File: src/rtl/dispatch_scoreboard_if.sv
// Handshake bundle between decoder, dispatch stage and execute/writeback.
// master = decoder/execute side, slave = dispatch_scoreboard.
interface dispatch_scoreboard_if #(
    parameter int INST_W = 32,
    parameter int OP_W   = 8
);
    logic              in_valid;
    logic              in_ready;
    logic [INST_W-1:0] in_inst;
    logic [OP_W-1:0]   in_op;
    logic [4:0]        in_rs1;
    logic [4:0]        in_rs2;
    logic [4:0]        in_rd;
    logic              in_use_rs1;
    logic              in_use_rs2;
    logic              in_we;
    logic              out_valid;
    logic              out_ready;
    logic [INST_W-1:0] out_inst;
    logic [OP_W-1:0]   out_op;
    logic [4:0]        out_rs1;
    logic [4:0]        out_rs2;
    logic [4:0]        out_rd;
    logic              out_we;
    logic              wb_valid;
    logic [4:0]        wb_addr;
    logic              flush;

    modport master (
        output in_valid, in_inst, in_op, in_rs1, in_rs2, in_rd,
               in_use_rs1, in_use_rs2, in_we,
        input  in_ready,
        input  out_valid, out_inst, out_op, out_rs1, out_rs2, out_rd, out_we,
        output out_ready, wb_valid, wb_addr, flush
    );

    modport slave (
        input  in_valid, in_inst, in_op, in_rs1, in_rs2, in_rd,
               in_use_rs1, in_use_rs2, in_we,
        output in_ready,
        output out_valid, out_inst, out_op, out_rs1, out_rs2, out_rd, out_we,
        input  out_ready, wb_valid, wb_addr, flush
    );
endinterface

File: src/rtl/dispatch_scoreboard.sv
// Single-entry dispatch stage with a register busy scoreboard (RAW/WAW interlock).
// Optional stall counter output enabled by DISPATCH_PERF_EN.
module dispatch_scoreboard #(
    parameter int INST_W = 32,
    parameter int OP_W   = 8,
    parameter int REG_N  = 32
) (
    input  logic                 clk,
    input  logic                 rst,
    dispatch_scoreboard_if.slave bus,
`ifdef DISPATCH_PERF_EN
    output logic [31:0]          stall_cycles,
`endif
    output logic [1:0]           state
);
    typedef enum logic [1:0] {
        ST_EMPTY = 2'b00,
        ST_ISSUE = 2'b01,
        ST_STALL = 2'b10
    } state_t;

    logic              full_r;
    logic [INST_W-1:0] inst_r;
    logic [OP_W-1:0]   op_r;
    logic [4:0]        rs1_r;
    logic [4:0]        rs2_r;
    logic [4:0]        rd_r;
    logic              use_rs1_r;
    logic              use_rs2_r;
    logic              we_r;
    logic [REG_N-1:0]  busy_r;
    logic [REG_N-1:0]  busy_next_s;
    logic              hazard_s;
    logic              out_valid_s;
    logic              accept_s;
    logic              issue_s;
    state_t            state_s;

    // A register blocks the held entry when it is referenced, non-zero, busy and not retiring now.
    function automatic logic reg_blocked(input logic used, input logic [4:0] r,
                                         input logic [REG_N-1:0] busy,
                                         input logic wb_v, input logic [4:0] wb_a);
        return used && (r != 5'd0) && busy[r] && !(wb_v && (wb_a == r));
    endfunction

    assign hazard_s = full_r && (reg_blocked(use_rs1_r, rs1_r, busy_r, bus.wb_valid, bus.wb_addr) ||
                                 reg_blocked(use_rs2_r, rs2_r, busy_r, bus.wb_valid, bus.wb_addr) ||
                                 reg_blocked(we_r,      rd_r,  busy_r, bus.wb_valid, bus.wb_addr));
    assign out_valid_s  = full_r && !hazard_s;
    assign bus.in_ready = !bus.flush && (!full_r || (out_valid_s && bus.out_ready));
    assign accept_s     = bus.in_valid && bus.in_ready;
    assign issue_s      = out_valid_s && bus.out_ready && !bus.flush;

    assign bus.out_valid = out_valid_s;
    assign bus.out_inst  = inst_r;
    assign bus.out_op    = op_r;
    assign bus.out_rs1   = rs1_r;
    assign bus.out_rs2   = rs2_r;
    assign bus.out_rd    = rd_r;
    assign bus.out_we    = we_r;
    assign state         = state_s;

    // Debug state follows the entry and the live hazard in the same cycle.
    always_comb begin
        state_s = ST_EMPTY;
        if (!full_r) begin
            state_s = ST_EMPTY;
        end else if (hazard_s) begin
            state_s = ST_STALL;
        end else begin
            state_s = ST_ISSUE;
        end
    end

    // Next scoreboard: retire first, then issue sets, so a collision leaves the bit set.
    always_comb begin
        busy_next_s = busy_r;
        if (bus.wb_valid && (bus.wb_addr != 5'd0)) begin
            busy_next_s[bus.wb_addr] = 1'b0;
        end else begin
            busy_next_s = busy_r;
        end
        if (issue_s && we_r && (rd_r != 5'd0)) begin
            busy_next_s[rd_r] = 1'b1;
        end else begin
            busy_next_s[0] = 1'b0;
        end
        busy_next_s[0] = 1'b0;
    end

    // Held entry: flush squashes, accept loads, issue invalidates, otherwise hold.
    always_ff @(posedge clk or posedge rst) begin
        if (rst) begin
            full_r    <= 1'b0;
            inst_r    <= {INST_W{1'b0}};
            op_r      <= {OP_W{1'b0}};
            rs1_r     <= 5'd0;
            rs2_r     <= 5'd0;
            rd_r      <= 5'd0;
            use_rs1_r <= 1'b0;
            use_rs2_r <= 1'b0;
            we_r      <= 1'b0;
        end else if (bus.flush) begin
            full_r <= 1'b0;
        end else if (accept_s) begin
            full_r    <= 1'b1;
            inst_r    <= bus.in_inst;
            op_r      <= bus.in_op;
            rs1_r     <= bus.in_rs1;
            rs2_r     <= bus.in_rs2;
            rd_r      <= bus.in_rd;
            use_rs1_r <= bus.in_use_rs1;
            use_rs2_r <= bus.in_use_rs2;
            we_r      <= bus.in_we;
        end else if (issue_s) begin
            full_r <= 1'b0;
        end
    end

    // Busy scoreboard register.
    always_ff @(posedge clk or posedge rst) begin
        if (rst) begin
            busy_r <= {REG_N{1'b0}};
        end else if (bus.flush) begin
            busy_r <= {REG_N{1'b0}};
        end else begin
            busy_r <= busy_next_s;
        end
    end

`ifdef DISPATCH_PERF_EN
    logic [31:0] stall_cnt_r;

    // Stall-cycle counter; survives flush and wraps naturally.
    always_ff @(posedge clk or posedge rst) begin
        if (rst) begin
            stall_cnt_r <= 32'd0;
        end else if (state_s == ST_STALL) begin
            stall_cnt_r <= stall_cnt_r + 32'd1;
        end
    end

    assign stall_cycles = stall_cnt_r;
`endif
endmodule

File: src/flat_wrapper.sv
// flat-port wrapper written by rule: the top's interface ports become plain ports
module dispatch_scoreboard_flat 
#(
    parameter int INST_W = 32,
    parameter int OP_W   = 8,
    parameter int REG_N  = 32
)
  (clk, rst, state, bus_in_valid, bus_in_inst, bus_in_op, bus_in_rs1, bus_in_rs2, bus_in_rd, bus_in_use_rs1, bus_in_use_rs2, bus_in_we, bus_in_ready, bus_out_valid, bus_out_inst, bus_out_op, bus_out_rs1, bus_out_rs2, bus_out_rd, bus_out_we, bus_out_ready, bus_wb_valid, bus_wb_addr, bus_flush);
  dispatch_scoreboard_if #(.INST_W(INST_W), .OP_W(OP_W)) bus_i ();
  input  logic clk;
  input  logic rst;
  output logic [1:0] state;
  input wire logic [$bits(bus_i.in_valid)-1:0] bus_in_valid;
  input wire logic [$bits(bus_i.in_inst)-1:0] bus_in_inst;
  input wire logic [$bits(bus_i.in_op)-1:0] bus_in_op;
  input wire logic [$bits(bus_i.in_rs1)-1:0] bus_in_rs1;
  input wire logic [$bits(bus_i.in_rs2)-1:0] bus_in_rs2;
  input wire logic [$bits(bus_i.in_rd)-1:0] bus_in_rd;
  input wire logic [$bits(bus_i.in_use_rs1)-1:0] bus_in_use_rs1;
  input wire logic [$bits(bus_i.in_use_rs2)-1:0] bus_in_use_rs2;
  input wire logic [$bits(bus_i.in_we)-1:0] bus_in_we;
  output wire logic [$bits(bus_i.in_ready)-1:0] bus_in_ready;
  output wire logic [$bits(bus_i.out_valid)-1:0] bus_out_valid;
  output wire logic [$bits(bus_i.out_inst)-1:0] bus_out_inst;
  output wire logic [$bits(bus_i.out_op)-1:0] bus_out_op;
  output wire logic [$bits(bus_i.out_rs1)-1:0] bus_out_rs1;
  output wire logic [$bits(bus_i.out_rs2)-1:0] bus_out_rs2;
  output wire logic [$bits(bus_i.out_rd)-1:0] bus_out_rd;
  output wire logic [$bits(bus_i.out_we)-1:0] bus_out_we;
  input wire logic [$bits(bus_i.out_ready)-1:0] bus_out_ready;
  input wire logic [$bits(bus_i.wb_valid)-1:0] bus_wb_valid;
  input wire logic [$bits(bus_i.wb_addr)-1:0] bus_wb_addr;
  input wire logic [$bits(bus_i.flush)-1:0] bus_flush;
  assign bus_i.in_valid = bus_in_valid;
  assign bus_i.in_inst = bus_in_inst;
  assign bus_i.in_op = bus_in_op;
  assign bus_i.in_rs1 = bus_in_rs1;
  assign bus_i.in_rs2 = bus_in_rs2;
  assign bus_i.in_rd = bus_in_rd;
  assign bus_i.in_use_rs1 = bus_in_use_rs1;
  assign bus_i.in_use_rs2 = bus_in_use_rs2;
  assign bus_i.in_we = bus_in_we;
  assign bus_in_ready = bus_i.in_ready;
  assign bus_out_valid = bus_i.out_valid;
  assign bus_out_inst = bus_i.out_inst;
  assign bus_out_op = bus_i.out_op;
  assign bus_out_rs1 = bus_i.out_rs1;
  assign bus_out_rs2 = bus_i.out_rs2;
  assign bus_out_rd = bus_i.out_rd;
  assign bus_out_we = bus_i.out_we;
  assign bus_i.out_ready = bus_out_ready;
  assign bus_i.wb_valid = bus_wb_valid;
  assign bus_i.wb_addr = bus_wb_addr;
  assign bus_i.flush = bus_flush;
  dispatch_scoreboard #(.INST_W(INST_W), .OP_W(OP_W), .REG_N(REG_N)) u_core (.clk(clk), .rst(rst), .bus(bus_i), .state(state));
endmodule
File: config.mk
export PLATFORM = sky130hd
export DESIGN_NAME = dispatch_scoreboard_flat
export DESIGN_NICKNAME = d
export VERILOG_FILES = /design/src/rtl/dispatch_scoreboard_if.sv /design/src/rtl/dispatch_scoreboard.sv /design/src/flat_wrapper.sv
export SDC_FILE = /design/constraint.sdc
export NUM_CORES = 1
export LEC_CHECK = 0
export CAP_MARGIN = 10
export CORE_MARGIN = 2
export CORE_UTILIZATION = 50
export CTS_BUF_LIST = sky130_fd_sc_hd__clkbuf_16
export DETAILED_ROUTE_END_ITERATION = 6
export GPL_TIMING_DRIVEN = 0
export PLACE_DENSITY = 0.77
export SLEW_MARGIN = 5
export SYNTH_ARGS = -nofsm -noshare
export SYNTH_HDL_FRONTEND = slang
export SYNTH_SLANG_ARGS = --single-unit
File: constraint.sdc
create_clock -name clk -period 8.6 [get_ports clk]
set_input_delay 2.15 -clock clk [delete_from_list [all_inputs] [get_ports clk]]
set_output_delay 2.15 -clock clk [all_outputs]
set_load 0.01 [all_outputs]
### After elaboration in Yosys (flattened, before gate mapping)

Cells that the tools add are included.

| word-level totals | value |
|---|---|
| logic and storage cells | 79 |
| bits in registers | 91 |
| output and inout port bits | 60 |
| input port bits | 69 |

| operators by class | value |
|---|---|
| $lt $le $gt $ge | 6 |
| bitwise operators | 4 |
| reductions and logical operators | 38 |
| eq/ne operators | 3 |
| muxes and demuxes | 18 |

Operators with widths:

| kind | number |
|---|---|
| two-way mux 32 bit | 2 |
| AND 32 bit | 1 |
| NOT 32 bit | 1 |
| bitwise OR 32 bit | 1 |
| two-way mux 31 bit | 1 |
| less-than comparator 5 x 6 -> 1 bit, second input constant | 4 |
| logical AND 1 bit | 23 |
| nonzero test 5 bit | 4 |
| binary-select mux 1 bit (select 5 bit) | 3 |
| == test 5 bit | 3 |
| demux 1 bit (select 5 bit) | 2 |
| >= comparator 5 x 1 -> 1 bit, second input constant | 2 |
| two-way mux 1 bit | 8 |
| zero test 1 bit | 6 |
| two-way mux 2 bit | 2 |
| logical OR 1 bit | 3 |
| nonzero test 3 bit | 1 |
| AND reduction 2 bit | 1 |
| NOT 1 bit | 1 |

### Depth between registers and ports, before layout

Gate-level depths: netlist (run 1).

| depth | value |
|---|---|
| depth after elaboration | 15 |
| depth in mapped cells | 11 |
| depth with buffers taken out | 7 |

### Least setup slack after synthesis (run 1)

No wires, ideal clock.

| path | value |
|---|---|
| path type | input -> output |
| from | input port bus_wb_addr[0] |
| to | output port state[0] |
| data required time | 6450 ps |
| path slack | 2640 ps |
| stages on the path | 8 |
| buffers on the path | 2 |
| arrival time | 3810 ps |
| cell sequence | clkbuf_1 xor2_1 nor4_1 a31oi_1 o21a_2 a311oi_4 and2_1 buf_4 |

| between the ends | value |
|---|---|
| word-level cells in the longest chain between the ends | 9 |
| elaborated cells between the ends (all ways) | 17 |
| classes of those cells | 3 x eq/ne; 2 x mux; 12 x reduce/logical |

RTL lines:

| element | RTL line | RTL |
|---|---|---|
| start: declaration | flat_wrapper.sv:32 | `input wire logic [$bits(bus_i.wb_addr)-1:0] bus_wb_addr;` |
| == test 5 bit | dispatch_scoreboard.sv:43 | `return used && (r != 5'd0) && busy[r] && !(wb_v && (wb_a == r));` |
| logical AND 1 bit | dispatch_scoreboard.sv:43 |  |
| zero test 1 bit | dispatch_scoreboard.sv:43 |  |
| logical AND 1 bit | dispatch_scoreboard.sv:43 |  |
| logical OR 1 bit | dispatch_scoreboard.sv:46 | `assign hazard_s = full_r && (reg_blocked(use_rs1_r, rs1_r, busy_r, bus.wb_valid, bus.wb_addr) \|\|` |
| logical OR 1 bit * | dispatch_scoreboard.sv:47 | `reg_blocked(use_rs2_r, rs2_r, busy_r, bus.wb_valid, bus.wb_addr) \|\|` |
| logical AND 1 bit * | dispatch_scoreboard.sv:46 |  |
| two-way mux 2 bit * | dispatch_scoreboard.sv:68 | `end else if (hazard_s) begin` |
| two-way mux 2 bit * | dispatch_scoreboard.sv:66 | `if (!full_r) begin` |
| end: declaration | flat_wrapper.sv:12 | `output logic [1:0] state;` |

Mark *: on every way between the ends. The rest lies on a longest branch, timed or not.

### Final worst setup path (run 1)

| path | value |
|---|---|
| from | input port bus_wb_addr[4] |
| to | output port state[0] |

The elaborated chain is that of the path after synthesis.

==> summary.txt, run 1 <==
Synthesized flop and latch total: 90
Clock buffer depth: 2
Global-route track usage on met2: 41.3%
Max H-tree Level: 3
Number of hold buffers added after cts: 0
Most numerous cell in the Yosys netlist: sky130_fd_sc_hd__dfrtp_1
Vertical die dimension: 104 um
Number of failing setup endpoints in the final timing report: 0
Worst reg-to-reg setup slack: 5.45 ns
Number of max-cap violations: 0
Number of buffer cells added on primary ports: 125
Core area: 9770 um^2
Cell area after layout: 6760 um^2
Worst-Margin Slew: 0.716 ns
Cells resized by post-CTS repair: 0
Setup slack of the critical path after layout: 1.15 ns
Delay of the slowest cell on the worst path: 0.54 ns
Fin Clk Skew: 0.0100 ns
Category of the critical setup timing path: primary input to output pin
Category of cells accounting for the largest share of critical-path delay: buffers and inverters
Fraction of power spent switching nets: 33.1%
DRC viols: 0
Standard-cell rows: 36
Maximum number of pins on one net before global-route repair: 63
Buffers and inverters on the worst path: 4
Setup repair after global routing missed its margin: false
Slowest cell on the critical path: sky130_fd_sc_hd__clkbuf_1
Detailed-route wire length: 14200 um
Die X: 104 um
Sequential share of the synthesized area: 44.8%
Vias after detailed routing: 4178
Fraction of synthesis flops using an asynchronous set or reset pin: 100%
Number of different library cells in the post-synthesis netlist: 55
Critical path data required time: 6.45 ns
Clock network power share: 23.2%
Count of buffers added by post-CTS timing repair for setup: 0
Worst Hold Class: flip-flop to flip-flop
Relative area change from synthesis to final layout: 34.3%
I/O pin total: 129
Number of global-route vias before repair: 4163
Count of inserted antenna diode cells: 0
Die Footprint: 10900 um^2
Share of final-layout standard cells stronger than drive strength 1: 20.3%
Met3 layer usage reported by global route: 9.02%
Total routing usage reported by global routing: 26.9%
Register share of total power: 35.7%
Cell type with the largest total area after synthesis: sky130_fd_sc_hd__dfrtp_1
Total congestion overflow after global routing: 0
Share of Yosys cell area claimed by the top area cell type: 44.8%
Logic pwr share: 41.2%
Cells after synthesis: 424
CP most frequent cell: sky130_fd_sc_hd__clkdlybuf4s50_1
Number of vias per cell: 5.98
First DRT Iteration DRCs: 407
Most area-consuming cells after synthesis: sky130_fd_sc_hd__dfrtp_1, sky130_fd_sc_hd__mux2_2, sky130_fd_sc_hd__mux4_2
Number of nets in the synthesized netlist: 493
Fraction of the cycle the final worst path needs: 86.6%
LEAKAGE: 2.71 nW
Peak supply drop: 0.000149 V
Slew HR: 52.2%
Cell types with the highest counts after synthesis: sky130_fd_sc_hd__dfrtp_1, sky130_fd_sc_hd__o21ai_0, sky130_fd_sc_hd__mux2_2
Total internal power: 1.08 mW
Insertion delay of the later-clocked pin in the worst-skew pair: 0.35 ns
Detailed-route wire length per cell: 20.3 um
Post-CTS clock slew at the launch and capture registers of the worst setup and hold paths: 0.07 ns
TritonCTS clock tree: done
Post-Place Setup Slack: 1.24 ns
Clock sink total: 90
Largest fanout on the critical path: 10
Placer Congestion: 0.961
Series of cell instances along the critical path: clkdlybuf4s50_1 -> clkbuf_1 -> xnor2_1 -> nand3_1 -> o31ai_1 -> a32oi_1 -> a311oi_4 -> and2_1 -> buf_4 -> clkdlybuf4s50_1
Pins Over Slew Limit: 0
Mean instance size in the synthesized netlist: 11.9 um^2
Setup TNS: 0 ns
Initial Util: 51.5%
Antenna violations before repair: 0
Met1 track demand over resource: 34.9%
Startpoint Class: primary input
Areal power density over the cells: 238 nW/um^2
Half-perimeter wire length of the detailed placement result: 10400 um
Commonest register cell after synthesis: sky130_fd_sc_hd__dfrtp_1
Min Clock Period, post-route: 7.45 ns
Hold Slack: 0.507 ns
Switching power total: 0.532 mW
Endpoint kind of the worst setup timing path: output pin
Global-route wire length before repair: 22500 um
Maximum clock frequency: 0.134 GHz
Number of flops mapped to enable cells by yosys: 0
Number of detailed-route iterations in the first pass: 5
Post-detailed-placement cell area: 6480 um^2
Number of warning messages in the yosys log: 0
Final Hold Viols: 0
Post-layout net count: 630
Crit path DAT: 5.30 ns
Final antenna-violating net count: 0
CTS root buffer: sky130_fd_sc_hd__clkbuf_16
Total clock buffers created by CTS: 9
Netlist Area Pre-Place: 5030 um^2
Run status: finished, final reports clean
Busiest metal layer after global routing: met2
[final cells by class]
class	count	area, um^2
fillers	730	3020
multi-input cells	292	2530
flip-flops and latches	90	2250
repair buffers	126	1280
clock buffers	9	225
plain buffers	32	215
well taps	133	166
clock inverters	7	52.6
inverters	10	40.0
[worst paths after layout]
| kind | cells after the start | from | endpoint |
|---|---|---|---|
| max in group asynchronous | 3 | rst | u_core.busy_r[30]$_DFF_PP0_ |
| setup reg to reg | 8 | u_core.bus.out_rs2[0]$_DFFE_PP0P_ | u_core.busy_r[16]$_DFF_PP0_ |
| min in group asynchronous | 2 | rst | u_core.bus.out_inst[4]$_DFFE_PP0P_ |
| hold / removal | 1 | u_core.bus.out_inst[14]$_DFFE_PP0P_ | u_core.bus.out_inst[14]$_DFFE_PP0P_ |
| setup / recovery | 10 | bus_wb_addr[4] | state[0] |
| hold reg to reg | 1 | u_core.bus.out_inst[14]$_DFFE_PP0P_ | u_core.bus.out_inst[14]$_DFFE_PP0P_ |
[layout by cell type (no fill, tap or decap), types with 2 or more instances in the layout]
| master | count |
|---|---|
| sky130_fd_sc_hd__a21oi_1 | 2 |
| sky130_fd_sc_hd__a221oi_1 | 2 |
| sky130_fd_sc_hd__a31oi_1 | 3 |
| sky130_fd_sc_hd__and2_1 | 2 |
| sky130_fd_sc_hd__buf_12 | 3 |
| sky130_fd_sc_hd__buf_2 | 3 |
| sky130_fd_sc_hd__buf_4 | 7 |
| sky130_fd_sc_hd__buf_6 | 2 |
| sky130_fd_sc_hd__clkbuf_1 | 15 |
| sky130_fd_sc_hd__clkbuf_16 | 9 |
| sky130_fd_sc_hd__clkdlybuf4s50_1 | 125 |
| sky130_fd_sc_hd__clkinvlp_4 | 3 |
| sky130_fd_sc_hd__dfrtp_1 | 90 |
| sky130_fd_sc_hd__inv_1 | 9 |
| sky130_fd_sc_hd__inv_6 | 2 |
| sky130_fd_sc_hd__mux2_2 | 41 |
| sky130_fd_sc_hd__mux2_4 | 20 |
| sky130_fd_sc_hd__mux2i_1 | 12 |
| sky130_fd_sc_hd__mux4_2 | 17 |
| sky130_fd_sc_hd__nand2_1 | 24 |
| sky130_fd_sc_hd__nand2b_1 | 2 |
| sky130_fd_sc_hd__nand3_1 | 16 |
| sky130_fd_sc_hd__nand3b_1 | 20 |
| sky130_fd_sc_hd__nand4_1 | 3 |
| sky130_fd_sc_hd__nor2_1 | 8 |
| sky130_fd_sc_hd__nor2b_1 | 20 |
| sky130_fd_sc_hd__nor3b_1 | 5 |
| sky130_fd_sc_hd__nor4_1 | 2 |
| sky130_fd_sc_hd__o21ai_0 | 49 |
| sky130_fd_sc_hd__o31ai_1 | 3 |
| sky130_fd_sc_hd__or3_1 | 4 |
| sky130_fd_sc_hd__xnor2_1 | 5 |
| sky130_fd_sc_hd__xor2_1 | 9 |
[layer usage]
metal | part of all wire [%] | up-vias
li1 | - | 1832
met1 | 38 | 2042
met2 | 47 | 277
met3 | 12 | 27
met4 | 2.6 | 0
met5 | 0 | -
[power groups by stage]
stage                     logic (mW)  registers, mW  clock network [mW]
after floorplan                0.332          0.608                   0
after global placement         0.646          0.575                   0
final                          0.662          0.573               0.373
after CTS                      0.663          0.573               0.378
after detailed placement       0.659          0.579                   0
after global routing           0.704          0.584               0.396
[cells by family (layout without fill, tap and decap cells)]
| logic type | Yosys count | in the layout | share of synthesized area [%] |
|---|---|---|---|
| DFF | 90 | 90 | 44.8 |
| xor gates and xnor gates | 14 | 14 | 2.44 |
| buffers and inverters | 42 | 184 | 5.02 |
| muxes | 90 | 90 | 25.1 |
| and+or+nand+nor | 115 | 115 | 13.6 |
| AOI/OAI and AO/OA | 73 | 73 | 9.10 |
[flip-flops by register name, summed over array words and instances (netlist names)]
register,cells
u_core.use_rs1_r,1
u_core.bus.out_rs2,5
u_core.bus.out_rd,5
u_core.bus.out_inst,32
u_core.bus.out_rs1,5
u_core.bus.out_op,8
u_core.full_r,1
u_core.busy_r,31
u_core.use_rs2_r,1
u_core.bus.out_we,1
[metrics by stage]
stage	std cells	utilization, %	power, mW
final	699	69.1	1.61
after global placement	682	66.0	1.22
after global routing	699	69.1	1.68
after floorplan	424	-	0.940
after detailed placement	683	66.3	1.24
after CTS	699	69.1	1.61
(Power assumes the default switching activity.)
==> run 2, diff against run 1 <==
--- a/config.mk
+++ b/config.mk
@@ -6,12 +6,13 @@
 export NUM_CORES = 1
 export LEC_CHECK = 0
 export CAP_MARGIN = 10
+export CORE_ASPECT_RATIO = 0.6
 export CORE_MARGIN = 2
 export CORE_UTILIZATION = 50
 export CTS_BUF_LIST = sky130_fd_sc_hd__clkbuf_16
 export DETAILED_ROUTE_END_ITERATION = 6
 export GPL_TIMING_DRIVEN = 0
-export PLACE_DENSITY = 0.77
+export PLACE_DENSITY = 0.81
 export SLEW_MARGIN = 5
 export SYNTH_ARGS = -nofsm -noshare
 export SYNTH_HDL_FRONTEND = slang
==> run 2 against run 1 <==
Sequential power about the same. Power is 3.0% higher. Cell count is 0.29% higher. First-iteration DRC count rose by 12%. Maximum frequency grew 1.7%. Flip-flop and latch count unchanged. Critical path depth stayed put. Clock power rose by 8.0%. Non-clock buffer count did not move. Register-to-register slack worse by 0.19 ns. Die area increased by 0.25%. Hold slack lost 0.0023 ns. Critical path type unchanged. Largest power group unchanged.
==> summary.txt, run 2 (same netlist as run 1, synthesis figures left out) <==
Slew HR: 56.4% (+4.2 points)
Maximum clock frequency: 0.136 GHz (+1.7%)
Non-filler instance count after layout: 701 (+0.29%)
Run status: finished, final reports clean
Crit path DAT: 5.18 ns (-0.12 ns)
Number of failing setup endpoints in the final timing report: 0 (unchanged)
Post-detailed-placement cell area: 6480 um^2 (about the same)
First DRT Iteration DRCs: 454 (+12%)
Count of buffers added by post-CTS timing repair for setup: 0 (unchanged)
Number of hold buffers added after cts: 0 (unchanged)
LEAKAGE: 2.73 nW (+0.74%)
Final antenna-violating net count: 0 (unchanged)
Clock sink total: 90 (unchanged)
Initial Util: 51.3% (-0.18 points)
Maximum number of pins on one net before global-route repair: 56 (-11%)
Detailed-route wire length: 15000 um (+5.6%)
Die X: 134 um (+28%)
Number of vias per cell: 6.00 (+0.34%)
Global-route wire length before repair: 23500 um (+4.5%)
Startpoint Class: primary input
Final Total Pwr: 1.66 mW (+3.0%)
Worst-Margin Slew: 0.654 ns (-0.0625 ns)
Antenna violations before repair: 0 (unchanged)
Detailed-route wire length per cell: 21.4 um (+5.3%)
Min Clock Period, post-route: 7.33 ns (-0.121 ns)
Post-Place Setup Slack: 1.37 ns (+0.131 ns)
Peak supply drop: 0.000137 V (-7.9%)
Share of the core filled with cells: 69.2% (about the same)
Hold Slack: 0.505 ns (-0.00232 ns)
Cells resized by post-CTS repair: 0 (unchanged)
Critical path data required time: 6.45 ns (about the same)
Post-CTS clock slew at the launch and capture registers of the worst setup and hold paths: 0.06 ns (about the same)
Standard-cell rows: 28 (-22%)
Total routing usage reported by global routing: 29.0% (+2.1 points)
Relative area change from synthesis to final layout: 34.8%
Pins Over Slew Limit: 0 (unchanged)
Setup TNS: 0 ns (unchanged)
Final Hold Viols: 0 (unchanged)
Number of flip-flops under the largest register name: 32 (unchanged)
Category of the critical setup timing path: primary input to output pin
TritonCTS clock tree: done
Commonest cells after routing, fill and taps aside: sky130_fd_sc_hd__clkdlybuf4s50_1, sky130_fd_sc_hd__dfrtp_1, sky130_fd_sc_hd__o21ai_0
Max H-tree Level: 3 (unchanged)
Insertion delay of the later-clocked pin in the worst-skew pair: 0.34 ns (about the same)
Number of global-route vias before repair: 4093 (-1.7%)
# placed instances: 685 (+0.29%)
Placer Congestion: 1.03 (+6.9%)
CTS root buffer: sky130_fd_sc_hd__clkbuf_16
Vias after detailed routing: 4204 (+0.62%)
Cell area after layout: 6780 um^2 (+0.39%)
Half-perimeter wire length of the detailed placement result: 11400 um (+9.2%)
Die Footprint: 10900 um^2 (+0.25%)
Setup slack of the critical path after layout: 1.27 ns (+0.121 ns)
Areal power density over the cells: 244 nW/um^2 (+2.6%)
Total clock buffers created by CTS: 9 (unchanged)
Share of final-layout standard cells stronger than drive strength 1: 20.3% (unchanged)
DRC viols: 0 (unchanged)
Endpoint kind of the worst setup timing path: output pin
Number of max-cap violations: 0 (unchanged)
Core area: 9810 um^2 (+0.36%)
I/O pin total: 129 (unchanged)
Worst Hold Class: flip-flop to flip-flop
Fin Clk Skew: 0.00492 ns (-0.00509 ns)
Number of detailed-route iterations in the first pass: 5 (unchanged)
Fraction of the cycle the final worst path needs: 85.2% (-1.4 points)
HP Start: u_core.bus.out_inst[11]$_DFFE_PP0P_
Largest fanout on the critical path: 10 (unchanged)
Number of buffer cells added on primary ports: 125 (unchanged)
Crit Reg-Reg Startpoint: u_core.bus.out_rd[2]$_DFFE_PP0P_
Count of inserted antenna diode cells: 0 (unchanged)
Post-layout net count: 630 (unchanged)
Most common library cell in the layout ignoring fill and taps: sky130_fd_sc_hd__clkdlybuf4s50_1
Clock buffer depth: 2 (unchanged)
CP startpoint: bus_wb_addr[4]
Vertical die dimension: 81.7 um (-22%)
Setup repair after global routing missed its margin: false
Total congestion overflow after global routing: 0 (unchanged)
==> run 2: path summary, 6_finish.rpt <==
check | endpoint | slack [ns] | cells past startpoint
worst min-delay path | u_core.bus.out_inst[11]$_DFFE_PP0P_ | 0.50 | 1
worst min register to register | u_core.bus.out_inst[11]$_DFFE_PP0P_ | 0.50 | 1
worst max register to register | u_core.busy_r[22]$_DFF_PP0_ | 5.26 | 8
worst max-delay path | state[0] | 1.27 | 10
min in group asynchronous | u_core.bus.out_inst[30]$_DFFE_PP0P_ | 2.20 | 2
max in group asynchronous | u_core.bus.out_inst[6]$_DFFE_PP0P_ | 5.78 | 3
==> run 2: layout make-up <==
cell class	instances	area [um^2]
plain buffers	32	215
multi-input cells	292	2530
clock inverters	7	76.3
flip-flops and latches	90	2250
well taps	135	169
clock buffers	9	225
inverters	10	40.0
fillers	718	3030
repair buffers	126	1280
==> run 2: critical path, cell delays in order <==
cell and delay, ns:
sky130_fd_sc_hd__clkdlybuf4s50_1 0.51, sky130_fd_sc_hd__clkbuf_1 0.47, sky130_fd_sc_hd__xor2_1 0.13, sky130_fd_sc_hd__nor4_1 0.27, sky130_fd_sc_hd__a31oi_1 0.12, sky130_fd_sc_hd__and4_1 0.26, sky130_fd_sc_hd__a311oi_4 0.41, sky130_fd_sc_hd__and2_1 0.22
sky130_fd_sc_hd__buf_4 0.11, sky130_fd_sc_hd__clkdlybuf4s50_1 0.52
==> run 2: layer usage <==
layer  global-route usage, %  wire length (um)
met1                    42.2              6670
met2                    42.4              6170
met3                    10.6              1990
met4                    4.89               131
met5                       0                 0
==> run 2: power by group <==
part / internal [mW] / leakage (nW) / switching, mW
registers: 0.510 / 1.12 / 0.0638
clock network: 0.228 / 0.150 / 0.174
logic: 0.368 / 1.45 / 0.310
total: 1.11 / 2.73 / 0.548
